**src/rtl/demux_tdm_pkg.sv**
```systemverilog
// Shared types and default sizing for the TDM demultiplexer.
package demux_tdm_pkg;

  localparam int DEF_WIDTH = 8;
  localparam int DEF_NCH   = 4;

  typedef enum logic {
    HUNT = 1'b0,
    RUN  = 1'b1
  } state_t;

endpackage

```
**src/rtl/demux_tdm_slot_reg.sv**
```systemverilog
// One channel's shadow capture register: synchronous reset, load on enable.
module slot_reg
  import demux_tdm_pkg::*;
#(
  parameter int WIDTH = DEF_WIDTH
) (
  input  logic             clk,
  input  logic             reset,
  input  logic             en,
  input  logic [WIDTH-1:0] d,
  output logic [WIDTH-1:0] q
);

  // Hold the sample until this slot is written again; reset wins over a load.
  always_ff @(posedge clk) begin
    if (reset) begin
      q <= '0;
    end else if (en) begin
      q <= d;
    end
  end

endmodule

```
**src/rtl/demux_tdm.sv**
```systemverilog
// TDM demultiplexer: locks onto in_sync, collects NCH beats per frame into a
// shadow bank and publishes the completed frame on out_data in one step.
// Optional feature: define DEMUX_TDM_ERRCNT_EN to add a saturating 8-bit
// err_count output that counts sync_err pulses.
//
// state | meaning
// HUNT  | not aligned; beats without in_sync are dropped
// RUN   | aligned; slot tracks the next expected slot in the frame
module demux_tdm
  import demux_tdm_pkg::*;
#(
  parameter int WIDTH = DEF_WIDTH,
  parameter int NCH   = DEF_NCH
) (
  input  logic                     clk,
  input  logic                     reset,
  input  logic [WIDTH-1:0]         in_data,
  input  logic                     in_valid,
  input  logic                     in_sync,
  output logic [NCH*WIDTH-1:0]     out_data,
  output logic                     out_frame_valid,
  output logic [$clog2(NCH)-1:0]   slot,
  output logic                     locked,
  output logic                     sync_err
`ifdef DEMUX_TDM_ERRCNT_EN
  ,
  output logic [7:0]               err_count
`endif
);

  localparam int SW = $clog2(NCH);

  state_t               state_q, state_nxt;
  logic [SW-1:0]        slot_q, slot_nxt;
  logic [NCH-1:0]       wr_en;
  logic                 frame_done;
  logic                 err;
  logic [WIDTH-1:0]     shadow [NCH];
  logic [NCH*WIDTH-1:0] frame_d;
  logic                 unused_last;

  // Shadow bank, one register per slot.
  for (genvar k = 0; k < NCH; k++) begin : g_shadow
    slot_reg #(.WIDTH(WIDTH)) u_slot_reg (
      .clk  (clk),
      .reset(reset),
      .en   (wr_en[k]),
      .d    (in_data),
      .q    (shadow[k])
    );
  end

  // The last slot's sample goes to out_data straight from in_data on the
  // completing edge, so its shadow copy is never read.
  assign unused_last = ^shadow[NCH-1];

  // Next-state, slot advance, shadow write enables and pulse requests.
  always_comb begin
    state_nxt  = state_q;
    slot_nxt   = slot_q;
    wr_en      = '0;
    frame_done = 1'b0;
    err        = 1'b0;
    if (in_valid) begin
      case (state_q)
        HUNT: begin
          if (in_sync) begin
            wr_en[0]  = 1'b1;
            slot_nxt  = SW'(1);
            state_nxt = RUN;
          end
        end
        RUN: begin
          if (in_sync) begin
            // Sync restarts the frame; it is only an error mid-frame.
            err      = (slot_q != '0);
            wr_en[0] = 1'b1;
            slot_nxt = SW'(1);
          end else if (slot_q == '0) begin
            err       = 1'b1;
            slot_nxt  = '0;
            state_nxt = HUNT;
          end else begin
            for (int k = 1; k < NCH; k++) begin
              wr_en[k] = (slot_q == SW'(k));
            end
            if (slot_q == SW'(NCH - 1)) begin
              frame_done = 1'b1;
              slot_nxt   = '0;
            end else begin
              slot_nxt = slot_q + SW'(1);
            end
          end
        end
        default: begin
          state_nxt = HUNT;
          slot_nxt  = '0;
        end
      endcase
    end
  end

  // Completed frame: stored slots plus the beat arriving this cycle.
  always_comb begin
    frame_d = '0;
    for (int k = 0; k < NCH - 1; k++) begin
      frame_d[k*WIDTH +: WIDTH] = shadow[k];
    end
    frame_d[(NCH-1)*WIDTH +: WIDTH] = in_data;
  end

  // State, slot, published frame and one-cycle pulses.
  always_ff @(posedge clk) begin
    if (reset) begin
      state_q         <= HUNT;
      slot_q          <= '0;
      out_data        <= '0;
      out_frame_valid <= 1'b0;
      sync_err        <= 1'b0;
    end else begin
      state_q         <= state_nxt;
      slot_q          <= slot_nxt;
      out_frame_valid <= frame_done;
      sync_err        <= err;
      if (frame_done) begin
        out_data <= frame_d;
      end
    end
  end

  assign slot   = slot_q;
  assign locked = (state_q == RUN);

`ifdef DEMUX_TDM_ERRCNT_EN
  // Saturating count of framing violations.
  always_ff @(posedge clk) begin
    if (reset) begin
      err_count <= '0;
    end else if (err && (err_count != 8'hFF)) begin
      err_count <= err_count + 8'd1;
    end
  end
`endif

endmodule

```
**config.mk**
```make
export PLATFORM = sky130hd
export DESIGN_NAME = demux_tdm
export DESIGN_NICKNAME = d
export VERILOG_FILES = /design/src/rtl/demux_tdm_pkg.sv /design/src/rtl/demux_tdm_slot_reg.sv /design/src/rtl/demux_tdm.sv
export SDC_FILE = /design/constraint.sdc
export NUM_CORES = 1
export LEC_CHECK = 0
export BUFFER_PORTS_ARGS = -buffer_cell sky130_fd_sc_hd__buf_2
export CAP_MARGIN = 20
export CELL_PAD_IN_SITES_DETAIL_PLACEMENT = 1
export CELL_PAD_IN_SITES_GLOBAL_PLACEMENT = 1
export CORE_MARGIN = 2
export CORE_UTILIZATION = 48
export CTS_BUF_LIST = sky130_fd_sc_hd__clkbuf_8
export CTS_CLUSTER_SIZE = 28
export DETAILED_ROUTE_END_ITERATION = 7
export PLACE_DENSITY_LB_ADDON = 0.1
export REMOVE_ABC_BUFFERS = 1
export SYNTH_ARGS = -nofsm -noshare
export SYNTH_HDL_FRONTEND = slang
export SYNTH_HIERARCHICAL = 1
export SYNTH_SLANG_ARGS = --single-unit
```
**constraint.sdc**
```tcl
create_clock -name clk -period 2.7 [get_ports clk]
set_clock_uncertainty 0.2 [all_clocks]
set_input_delay 0.405 -clock clk [delete_from_list [all_inputs] [get_ports clk]]
set_output_delay 0.405 -clock clk [all_outputs]
set_load 0.1 [all_outputs]
```
==> results.json, run 1 <==
{
  "status": "finished, final reports clean",
  "fmax_mhz": 533.6,
  "post_cts.repair.setup_buffers": 0,
  "area_delta_synth_final_pct": 16.33,
  "hp-class": "input port to register",
  "fp.dieW_um": 77.78,
  "clk_pin_slew_ns": 0.07,
  "vdd_ir_drop_max_v": 0.0003161,
  "synth_edf_count": 0,
  "grt_pass1_wl_um": 8452,
  "drive_gt1_share_pct": 23.39,
  "antenna_found_initial": 0,
  "dieArea_um2": 6049,
  "synthArstFlopShare_pct": 0,
  "tightest_slew_ns": 0.5850,
  "setup_tns_ns": 0,
  "grt.busiest_layer": "met2",
  "r2r-end": "out_data[4]",
  "hpwl_um": 3146,
  "crit_path_end_kind": "register",
  "root_buffer": "clkbuf_8",
  "wire_per_inst_um": 13.83,
  "ys_types": 24,
  "hold_path_end": "sync_err",
  "gr-total-overflow": 0,
  "path_class": "register to register",
  "fp.coreArea_um2": 5172,
  "viasPerCell": 4.773,
  "rsz0062_at_grt": "no",
  "cap_violations": 0,
  "cts_buffers": 9,
  "synth-seq-area-share_pct": 46.74,
  "fin_crit_ns": 1.874,
  "portBuffers": 48,
  "diodes": 0,
  "worstSkewPairLatency_ns": 0.33,
  "finalHoldViolCount": 0,
  "wl_um": 5047,
  "avgSynthCellArea_um2": 10.58,
  "p_leak_uw": 0.001195,
  "ctsHoldBuffers": 0,
  "io_pins": 49,
  "fin_area_um2": 3039,
  "crit_path_start_kind": "register",
  "finalNonFillerCells": 365,
  "cts.sinks": 61,
  "register_area_um2": 1221,
  "first_pass_iters": 4,
  "slew_headroom_pct": 61.00,
  "dp.cells": 350,
  "multi_input_area_um2": 1239,
  "drt_iter0_drc": 64,
  "grt_max_degree": 94,
  "synth-seq-cells": 61,
  "total_power_uw": 1802,
  "htree_levels": 3,
  "worstHoldStart": "in_valid",
  "worstPathArrival_ns": 1.93,
  "postPlaceCellArea_um2": 2843,
  "vias": 1742,
  "power.density_nw_per_um2": 593.0,
  "met1_usage_pct": 22.94,
  "reg2reg_slack_ns": 0.83,
  "clockBufferDepth": 2,
  "finalSetupViolCount": 0,
  "path_max_fanout": 21,
  "slew_violations": 0,
  "rows": 26,
  "gp_congestion": 0.6635,
  "netlist_instances": 247,
  "grt_usage_pct": 18.11,
  "nFillCells": 596,
  "grt_use_met2_pct": 28.10,
  "cts_resized": 0,
  "synth_area_um2": 2613,
  "grt_util_met3_pct": 6.860,
  "timing.rr.start": "slot[1]",
  "nNetsFinal": 309,
  "die_y_um": 77.78,
  "holdPathStages": 3,
  "dp_slack_ns": 0.7801,
  "drc_errors": 0,
  "cp_data_required_time_ns": 2.76,
  "fin_ws_ns": 0.8259,
  "synthFlopType": "dfxtp_1",
  "synth_warnings": 6,
  "largest_reg_flops": 32,
  "fin_crit_sh_pct": 69.41,
  "worstRegToRegCells": 4,
  "ant_nets": 0,
  "start_util_pct": 50.51,
  "grt_pass1_vias": 1746,
  "cts_tree": "built"
}
==> layout make-up <==
class	instances	share of cell area, %
multi-input cells	165	40.76
flip-flops and latches	61	40.18
inverters	4	0.4940
clock buffers	14	6.340
repair buffers	50	9.222
well taps	70	2.882
clock inverters	1	0.1235
==> Yosys cell counts (all sizes together) (4+ instances only) <==
cell | number | area share [%]
buf | 11 | 4.5
nor2 | 24 | 3.4
dfxtp | 61 | 47
clkbuf | 6 | 0.86
and2 | 4 | 1.1
ha | 6 | 2.9
mux2i | 56 | 21
inv | 4 | 0.57
nand2b | 65 | 16
==> power breakdown <==
part	leakage, uW	internal (uW)	switching, uW	total (uW)
Combinational	0.000596	41.6	65.3	107
Sequential	0.000493	909	7.29	917
Clock	0.000106	451	328	778
Total	0.00119	1400	400	1800
==> worst max-delay path, cell delays in order (launching register included) <==
cell and delay, ns:
dfxtp_1 0.41, ha_1 0.17, and4b_2 0.53, buf_12 0.26, mux2i_1 0.22
==> stage by stage <==
stage               util, %  hold slack [ns]
floorplan                 -           0.2506
global placement      54.96           0.2584
detailed placement    54.96           0.2642
CTS                   58.76           0.1474
global route          58.76           0.1625
finish                58.76           0.1599
==> layout by cell type, fill, tap and decap left out, drive strengths merged <==
cell and count:
nand2b 65, dfxtp 61, mux2i 56, buf 50
nor2 24, clkbuf 14, ha 6, inv 5
and2 4, and3b 1, and4b 1, nand2 1
nor3 1, a21oi 1, a311oi 1, o21a 1
nand3b 1, o32ai 1, o221a 1
==> layer usage <==
layer	up-vias	routed length, um	part of all wire (%)
met2	38	2290	45
met4	0	52	1.0
met5	-	0	0
li1	890	-	-
met1	808	2459	49
met3	6	245	4.9
==> logic make-up (layout without fill, tap and decap cells) <==
| logic type | count (synthesis) | in the layout | synth area share, % |
|---|---|---|---|
| simple gates | 98 | 98 | 21.46 |
| flops | 61 | 61 | 46.74 |
| mux | 56 | 56 | 21.46 |
| buf+inv | 21 | 69 | 5.890 |
| fa+ha+maj | 6 | 6 | 2.873 |
| compound gates | 5 | 5 | 1.580 |
==> how the worst max path moves through the flow <==
stage / start / end
3_5_place_dp: in_sync / out_data[10]
3_3_place_gp: in_sync / g_shadow[2].u_slot_reg/q[4]
5_1_grt: slot[1] / out_data[4]
4_1_cts: slot[1] / out_data[10]
6_report: slot[1] / out_data[4]
2_1_floorplan: slot[1] / out_frame_valid
Power figures use the tool's default switching activity.
==> run 2: changes to the inputs <==
- CORE_UTILIZATION: 48 -> 44
- clock period: 2.7 -> 1.9 ns (I/O delays scaled with it)
==> results.json, run 2 (synthesized netlist as in run 1, its figures left out) <==
{
  "status": "finished, final reports clean",
  "clockBufferDepth": 2,
  "pwr-share-clk_pct": 39.2,
  "setup_tns_ns": 0,
  "drive_gt1_share_pct": 23.75,
  "slew_violations": 0,
  "io_pins": 49,
  "clk_pin_slew_ns": 0.06,
  "cp_data_required_time_ns": 1.41,
  "fin_crit_sh_pct": 90.48,
  "crit_path_end_kind": "primary output",
  "crit_path_start_kind": "register",
  "area_delta_synth_final_pct": 16.76,
  "worstPathArrival_ns": 1.23,
  "r2r-end": "g_shadow[2].u_slot_reg/q[1]",
  "wl_um": 4780,
  "grt_max_degree": 35,
  "cts_tree": "built",
  "seq_power_share_pct": 54.3,
  "ant_nets": 0,
  "finalHoldViolCount": 0,
  "holdPathStages": 3,
  "antenna_found_initial": 0,
  "worstSkewPairLatency_ns": 0.33,
  "post_cts.repair.setup_buffers": 0,
  "dieArea_um2": 6570,
  "finalSetupViolCount": 0,
  "path_class": "register to primary output",
  "drt_iter0_drc": 64,
  "slew_headroom_pct": 67.04,
  "dp.cells": 359,
  "drc_errors": 0,
  "cts.sinks": 61,
  "cp_cell_sequence": "buf_2",
  "htree_levels": 3,
  "viasPerCell": 4.778,
  "cap_violations": 0,
  "first_pass_iters": 4,
  "path_depth": 1,
  "rows": 28,
  "wire_per_inst_um": 12.78,
  "fmax_mhz": 581.7,
  "cts_resized": 0,
  "fp.dieW_um": 81.06,
  "worst-path-buf-inv": 1,
  "vias": 1787,
  "max_stage_delay_ns": 0.47,
  "fin_crit_ns": 1.719,
  "diodes": 0,
  "tightest_slew_ns": 0.4978,
  "final_cell_mix": "nand2b_1, dfxtp_1, mux2i_1",
  "reg2reg_slack_ns": 0.33,
  "path_max_fanout": 8,
  "hp-class": "input port to register",
  "largest_reg_flops": 32,
  "intPower_uw": 1838,
  "finalNonFillerCells": 374,
  "cts_buffers": 9,
  "nNetsFinal": 313,
  "gr-total-overflow": 0,
  "power.density_nw_per_um2": 786.4,
  "timing.rr.start": "slot[0]",
  "layout_commonest_cell": "nand2b_1",
  "worstHoldStart": "in_data[7]",
  "portBuffers": 48,
  "gp_congestion": 0.6964,
  "cp_slowest_cell": "buf_2",
  "vdd_ir_drop_max_v": 0.0003744,
  "die_y_um": 81.06,
  "ctsHoldBuffers": 0,
  "worstRegToRegCells": 6,
  "grt_pass1_wl_um": 8107,
  "grt_pass1_vias": 1789,
  "fp.coreArea_um2": 5816,
  "p_leak_uw": 0.001210,
  "grt_usage_pct": 16.28,
  "hpwl_um": 3156,
  "hold_path_end": "g_shadow[0].u_slot_reg/q[7]",
  "crit_family": "buffers and inverters",
  "pwr-share-comb_pct": 6.5,
  "root_buffer": "clkbuf_8",
  "p_sw_share_pct": 23.39,
  "start_util_pct": 44.92,
  "p_sw_uw": 561.0,
  "rsz0062_at_grt": "no"
}
## run 2: cell type report
| type | count | area [um^2] |
|---|---|---|
| sequential | 61 | 1221 |
| clock inverter | 5 | 21.27 |
| timing repair buffer | 54 | 322.8 |
| inverter | 4 | 15.01 |
| clock buffer | 10 | 137.6 |
| tap | 75 | 93.84 |
| fill | 690 | 2765 |
| multi-input combinational | 165 | 1239 |
## run 2: stage by stage
stage	worst slack, ns	total power (uW)	hold WS (ns)	cell area [um^2]	utilization [%]
5_1_grt	0.1054	2508	0.04041	3050	52.45
3_5_place_dp	0.3193	1489	0.2618	2892	49.72
3_3_place_gp	0.3630	1485	0.2536	2892	49.72
2_1_floorplan	-1.118	1419	0.1574	2474	-
6_report	0.1809	2399	0.05071	3050	52.45
4_1_cts	0.1509	2440	0.02582	3050	52.45
## run 2: how the worst max path moves through the flow
stage	end	from	slack, ns
3_5_place_dp	g_shadow[2].u_slot_reg/q[1]	slot[0]	0.32
5_1_grt	locked	locked	0.11
3_3_place_gp	g_shadow[2].u_slot_reg/q[5]	slot[0]	0.36
2_1_floorplan	out_frame_valid	slot[1]	-1.12
4_1_cts	locked	locked	0.15
6_report	locked	locked	0.18
## run 2: metal layers
metal	part of all wire (%)	track usage, %	up-vias
li1	-	-	898
met1	48	20.08	850
met2	46	25.79	33
met3	4.5	5.556	6
met4	1.3	7.119	0
met5	0	0	-
## run 2: power by group through the flow
| stage | logic, uW | registers, uW | clock network (uW) |
|---|---|---|---|
| global placement | 155 | 1330 | 0 |
| CTS | 159 | 1300 | 979 |
| floorplan | 61.8 | 1360 | 0 |
| detailed placement | 158 | 1330 | 0 |
| global route | 172 | 1300 | 1030 |
| finish | 155 | 1300 | 941 |
